`config.mk`:
```
export PLATFORM = sky130hd
export DESIGN_NAME = instr_decode
export DESIGN_NICKNAME = d
export VERILOG_FILES = /design/src/rtl/instr_decode.sv
export SDC_FILE = /design/constraint.sdc
export NUM_CORES = 1
export LEC_CHECK = 0
export BUFFER_PORTS_ARGS = -buffer_cell sky130_fd_sc_hd__buf_2
export CAP_MARGIN = 20
export CORE_UTILIZATION = 43
export DETAILED_ROUTE_END_ITERATION = 8
export PLACE_DENSITY = 0.88
export SETUP_SLACK_MARGIN = 0.2
export SYNTH_ARGS = -nofsm -noshare
export SYNTH_HDL_FRONTEND = slang
export SYNTH_SLANG_ARGS = --single-unit
```
`constraint.sdc`:
```
create_clock -name I_clk -period 1.1 [get_ports I_clk]
set_input_delay 0.11 -clock I_clk [delete_from_list [all_inputs] [get_ports I_clk]]
set_output_delay 0.11 -clock I_clk [all_outputs]
set_load 0.05 [all_outputs]
```
`src/rtl/instr_decode.sv`:
```
// Decode stage: splits 16-bit RISC instructions into ALU opcode, register selects, immediate and write-enable.
// Latency: fields and the O_en pulse are registered at the accepting rising edge and hold for one cycle.
// Backpressure: O_instr_ready drops on I_flush, and on RAW/WAW hazards when DECODE_SCOREBOARD_EN is defined.
module instr_decode (
  input  logic        I_clk,
  input  logic        I_rst_n,
  input  logic        I_instr_valid,
  input  logic [15:0] I_instr,
  output logic        O_instr_ready,
  input  logic        I_flush,
  input  logic        I_wb_valid,
  input  logic [2:0]  I_wb_sel,
  output logic        O_en,
  output logic [4:0]  O_aluop,
  output logic [2:0]  O_selD,
  output logic [2:0]  O_selA,
  output logic [2:0]  O_selB,
  output logic [7:0]  O_imm,
  output logic        O_regwe,
  output logic        O_illegal
);

  localparam logic [3:0] OP_ADD  = 4'd0;
  localparam logic [3:0] OP_SUB  = 4'd1;
  localparam logic [3:0] OP_OR   = 4'd2;
  localparam logic [3:0] OP_AND  = 4'd3;
  localparam logic [3:0] OP_XOR  = 4'd4;
  localparam logic [3:0] OP_NOT  = 4'd5;
  localparam logic [3:0] OP_LOAD = 4'd8;
  localparam logic [3:0] OP_CMP  = 4'd9;
  localparam logic [3:0] OP_SHL  = 4'd10;
  localparam logic [3:0] OP_SHR  = 4'd11;
  localparam logic [3:0] OP_JMPA = 4'd12;
  localparam logic [3:0] OP_JMPR = 4'd13;

  // Everything the issue logic needs to know about the presented instruction.
  typedef struct packed {
    logic [4:0] aluop;
    logic [2:0] sel_d;
    logic [2:0] sel_a;
    logic [2:0] sel_b;
    logic [7:0] imm;
    logic       legal;
    logic       regwe;
    logic       rd_a;
    logic       rd_b;
  } dec_t;

  dec_t dec;
  logic stall;
  logic accept;

  // Field split and opcode classification (writes, sources read, legality).
  always_comb begin
    dec.aluop = {I_instr[15:12], I_instr[8]};
    dec.sel_d = I_instr[11:9];
    dec.sel_a = I_instr[7:5];
    dec.sel_b = I_instr[4:2];
    dec.imm   = I_instr[7:0];
    dec.legal = 1'b1;
    dec.regwe = 1'b0;
    dec.rd_a  = 1'b1;
    dec.rd_b  = 1'b1;
    case (I_instr[15:12])
      OP_ADD, OP_SUB, OP_OR, OP_AND, OP_XOR, OP_CMP, OP_SHL, OP_SHR: begin
        dec.regwe = 1'b1;
      end
      OP_NOT: begin
        dec.regwe = 1'b1;
        dec.rd_b  = 1'b0;
      end
      OP_LOAD: begin
        dec.regwe = 1'b1;
        dec.rd_a  = 1'b0;
        dec.rd_b  = 1'b0;
      end
      OP_JMPA: begin
        // Absolute jump only consults rA when the flag bit selects a register target.
        dec.rd_a = I_instr[8];
        dec.rd_b = 1'b0;
      end
      OP_JMPR: begin
        dec.regwe = 1'b0;
      end
      default: begin
        // Undefined opcodes are still consumed (so fetch does not wedge) but never execute.
        dec.legal = 1'b0;
      end
    endcase
  end

`ifdef DECODE_SCOREBOARD_EN
  logic [7:0] busy;
  logic [7:0] busy_set;
  logic [7:0] busy_clr;

  // Hazard check against destinations still in flight; a retire only helps from the next cycle.
  always_comb begin
    stall = 1'b0;
    if (dec.rd_a && busy[dec.sel_a]) stall = 1'b1;
    if (dec.rd_b && busy[dec.sel_b]) stall = 1'b1;
    if (dec.regwe && busy[dec.sel_d]) stall = 1'b1;
  end

  // One-hot set on issue of a writing instruction, one-hot clear on writeback.
  always_comb begin
    busy_set = 8'd0;
    busy_clr = 8'd0;
    if (accept && dec.regwe) busy_set[dec.sel_d] = 1'b1;
    if (I_wb_valid) busy_clr[I_wb_sel] = 1'b1;
  end

  // Pending-destination bits; a new issue to the same register outranks its retire.
  always_ff @(posedge I_clk or negedge I_rst_n) begin
    if (!I_rst_n) begin
      busy <= 8'd0;
    end else begin
      busy <= (busy & ~busy_clr) | busy_set;
    end
  end
`else
  // Without tracking, ordering of dependent instructions is left to software.
  assign stall = 1'b0;

  logic unused_sb;
  assign unused_sb = ^{I_wb_valid, I_wb_sel, dec.rd_a, dec.rd_b};
`endif

  assign O_instr_ready = !I_flush && !stall;
  assign accept        = I_instr_valid && O_instr_ready && !I_flush;

  // Output registers: load on accept, otherwise only the pulse-type outputs drop.
  always_ff @(posedge I_clk or negedge I_rst_n) begin
    if (!I_rst_n) begin
      O_en      <= 1'b0;
      O_aluop   <= 5'd0;
      O_selD    <= 3'd0;
      O_selA    <= 3'd0;
      O_selB    <= 3'd0;
      O_imm     <= 8'd0;
      O_regwe   <= 1'b0;
      O_illegal <= 1'b0;
    end else if (accept) begin
      O_en    <= dec.legal;
      O_regwe <= dec.regwe;
      O_aluop <= dec.aluop;
      O_selD  <= dec.sel_d;
      O_selA  <= dec.sel_a;
      O_selB  <= dec.sel_b;
      O_imm   <= dec.imm;
      if (!dec.legal) O_illegal <= 1'b1;
    end else begin
      O_en    <= 1'b0;
      O_regwe <= 1'b0;
    end
  end

endmodule

```
* After elaboration in Yosys (flattened, before gate mapping) *
Index checks and enable logic that the tools add are counted.
W data, S select, Z words.

word-level totals
  flip-flop bits (word level) = 25
  bits of input ports = 24
  output and inout bits = 26
  word-level logic and storage cells = 31

operators by class
  equal/unequal tests = 11
  muxes and demuxes = 4
  bitwise logic cells = 1
  reductions and logical operators = 7

operator list
  operator              number
  $eq A4 B4 Y1 const B  6
  $reduce_or A12 Y1     1
  $reduce_or A10 Y1     1
  $eq A4 B2 Y1 const B  2
  $eq A4 B3 Y1 const B  2
  $eq A4 B1 Y1 const B  1
  $logic_not A4 Y1      1
  $mux W1               4
  $logic_and A1 B1 Y1   2
  $reduce_and A2 Y1     1
  $logic_not A1 Y1      1
  $not A1 Y1            1

* Longest topological paths before layout *
  depth after elaboration = 5
  mapped depth = 4
  gate-level depth less buffers = 2

* Worst setup path after synthesis *
OpenSTA, ideal clock, no wires.

  kind = register to output
  start = reg, netlist name O_imm[4]
  end = out O_selB[2]
  arrival = 0.904 ns
  required time = 0.990 ns
  setup slack = 0.086 ns
  stages on the path, launching flop included = 2
  buffers on the path = 1
  cell sequence = dfrtp_1 > buf_4

RTL lines
  element    RTL line  RTL
  to (decl)  17        output logic [2:0] O_selB,

==> reports/metrics.cfg <==
[die]
fp.coreArea_um2=1727
floorplan.die_area_um2=2005
dieWidth_um=44.78
chipHeight_um=44.78
std_cell_rows=15
floorplan.initialDensity_pct=45.58
pin_count=50

[hold_path]
hp-start=I_instr[0]
count_of_cells_along_the_worst_hold_path=2
hold_path.class=in2reg
worst_hold_path.endpoint=O_imm[0]

[power]
p_per_area_nw_per_um2=1746
total_leakage_power_nw=0.6097
p_total_mw=2.253
ir_worst_vdd_v=0.001108

[timing]
setup-tns-final_ns=0
post-route-period-util_pct=91.07
timing.hold.ws_ns=0.04626
clock_skew_ns=0
tightest_slew_ns=0.4178
finalSetupViolations=0
fmax_mhz=998.3
final_report_max_slew_violation_count=0
final.min_clock_period_ns=1.002
max_slew_margin_pct=72.14
rsz0062_at_grt=true
hold_viol_final=0
finalWorstSetupSlack_ns=0.09825

[finish]
num-nets-final=123
count_of_antenna_diodes_in_the_layout=0
mostFrequentLayoutCell=buf_6
synthToLayoutAreaGrowth_pct=63.91
final_cell_mix=buf_6, buf_2, dfrtp_2
fraction_of_final_layout_cells_sized_beyond_drive_strength_1_pct=91.84

[global_route]
first_global_vias=577
grt_max_degree=20
grt_pass1_wl_um=2663
globalRouteOverflowTotal=0
antenna_violations_before_repair=0
globalRouteTotalUtil_pct=18.91

[synth]
yosys-top-cells-area=dfrtp_1, mux2_4, mux2_2, buf_4, buf_6
post-synth-top-area-fraction_pct=60.41
synth.ff_latch_count=19
netlist_instances=49
yosys_warnings=0
synth_largest_area_cell=dfrtp_1
synth_area_per_cell_um2=16.06
post_synthesis_net_count=73
mappedNetlistArea_um2=787.0
ys_types=11
synth-seq-area-share_pct=60.41

[route]
num_vias=569
detail_route.vias_per_cell=4.626
dr.pass1.iters=2
drcViolationCount=0
route.antenna.remaining_nets=0
drt_iter0_markers=4
totalWireLength_um=1752
route.detailed.wl_per_inst_um=14.24

[worst_setup_path]
setup.reg_to_reg.worst_slack_ns=0.17
timing.critical_path.slowest_stage_cell=dfrtp_2
timing.rr.start=O_selD[0]
critPathKind=reg2out
path_buf_inv=1
worstRegToRegCells=2
cp_data_arrival_time_ns=0.89
worst_ep_required_time_ns=0.99
critical_path.max_stage_delay_ns=0.44
timing.critical_path.fanout_max=3
timing.rr.end=O_selD[0]
timing.critical_path.from_type=flop
cpLargestDelayFamily=flip-flops
crit_path_cell_trace=buf_6
end_kind=output pin

[clock_tree]
clk-insertion-delay-late_ns=0.29
clock-root-buffer=clkbuf_4
cts_tree=yes
cts.reportedPaths.clkPinSlew_ns=0.10
tritoncts.num_buffers=3
htree_num_levels=1
max-clock-path-buffers=2
clkSinkCount=19

[job]
timing.max_cap.violations=0

[placement]
place.detailed.hpwl_um=1093
globalplace.congestion=0.6702
pre_cts_setup_slack_ns=0.07912
place.port_buffers=45

[status]
outcome=complete, no violations

[report_power, final]
group          total (mW)  switching (mW)  internal (mW)  leakage, nW
clock               0.338           0.197          0.141       0.0150
sequential          0.897          0.0889          0.808        0.207
combinational        1.02           0.593          0.425        0.388
total                2.25           0.879           1.37        0.610
[kinds of logic after synthesis]
logic type      Yosys count  synth area share, %
simple gates              2                1.591
mux                      16                26.23
flops                    19                60.41
compound gates            3                2.703
buf+inv                   9                9.061
[sequential cells by signal, indices dropped and copies added, names as in the netlist]
| register | flops |
|---|---|
| O_selB | 2 |
| O_imm | 3 |
| O_aluop | 5 |
| O_illegal | 1 |
| O_selD | 3 |
| O_en | 1 |
| O_selA | 3 |
| O_regwe | 1 |
[cell usage after synthesis]
| master | count |
|---|---|
| and2_1 | 1 |
| a21boi_0 | 1 |
| buf_4 | 6 |
| mux2_2 | 9 |
| mux2_4 | 7 |
| nor2b_1 | 1 |
| o21ai_0 | 1 |
| a31o_2 | 1 |
| dfrtp_1 | 19 |
| buf_6 | 2 |
| inv_1 | 1 |
[worst reg2reg max path, cell delays in order, from the launching register on]
cell     delay (ns)
dfrtp_2        0.43
buf_4          0.14
mux2_2         0.26
[timing repair]
item                       in CTS  in global routing
buffers inserted                4                  1
setup endpoints to repair      25                 29
resized for setup              50                  4
hold endpoints to repair       19                  0
pin swaps                       0                  0
hold buffers                    1                  0
[how the worst max path moves through the flow]
stage	slack (ns)	to	cells past startpoint	start
2_1_floorplan	0.18	O_imm[4]	1	O_imm[4]
3_3_place_gp	0.1	O_selD[0]	4	I_flush
3_5_place_dp	0.08	O_selD[0]	4	I_flush
4_1_cts	0.1	O_imm[3]	1	O_selB[1]
5_1_grt	0.06	O_imm[2]	1	O_selB[0]
6_report	0.1	O_imm[2]	1	O_selB[0]
[layout make-up]
cell class,count,area [um^2]
well taps,25,31.28
fillers,105,436.7
multi-input cells,21,247.7
inverters,1,3.754
clock buffers,4,26.28
repair buffers,53,484.2
flip-flops and latches,19,496.7
[stage by stage]
step                instance area [um^2]  std cells  util (%)
global route                        1290        123     74.71
CTS                                 1267        122     73.41
floorplan                          819.5         49         -
finish                              1290        123     74.71
detailed placement                  1045        113     60.51
global placement                    1045        113     60.51
[per-layer routing]
| layer | routed length [um] | GRT usage [%] |
|---|---|---|
| met5 | 0 | 0 |
| met4 | 40 | 7.273 |
| met3 | 104 | 4.000 |
| met2 | 904 | 31.47 |
| met1 | 703 | 24.27 |
(Power assumes the default switching activity.)
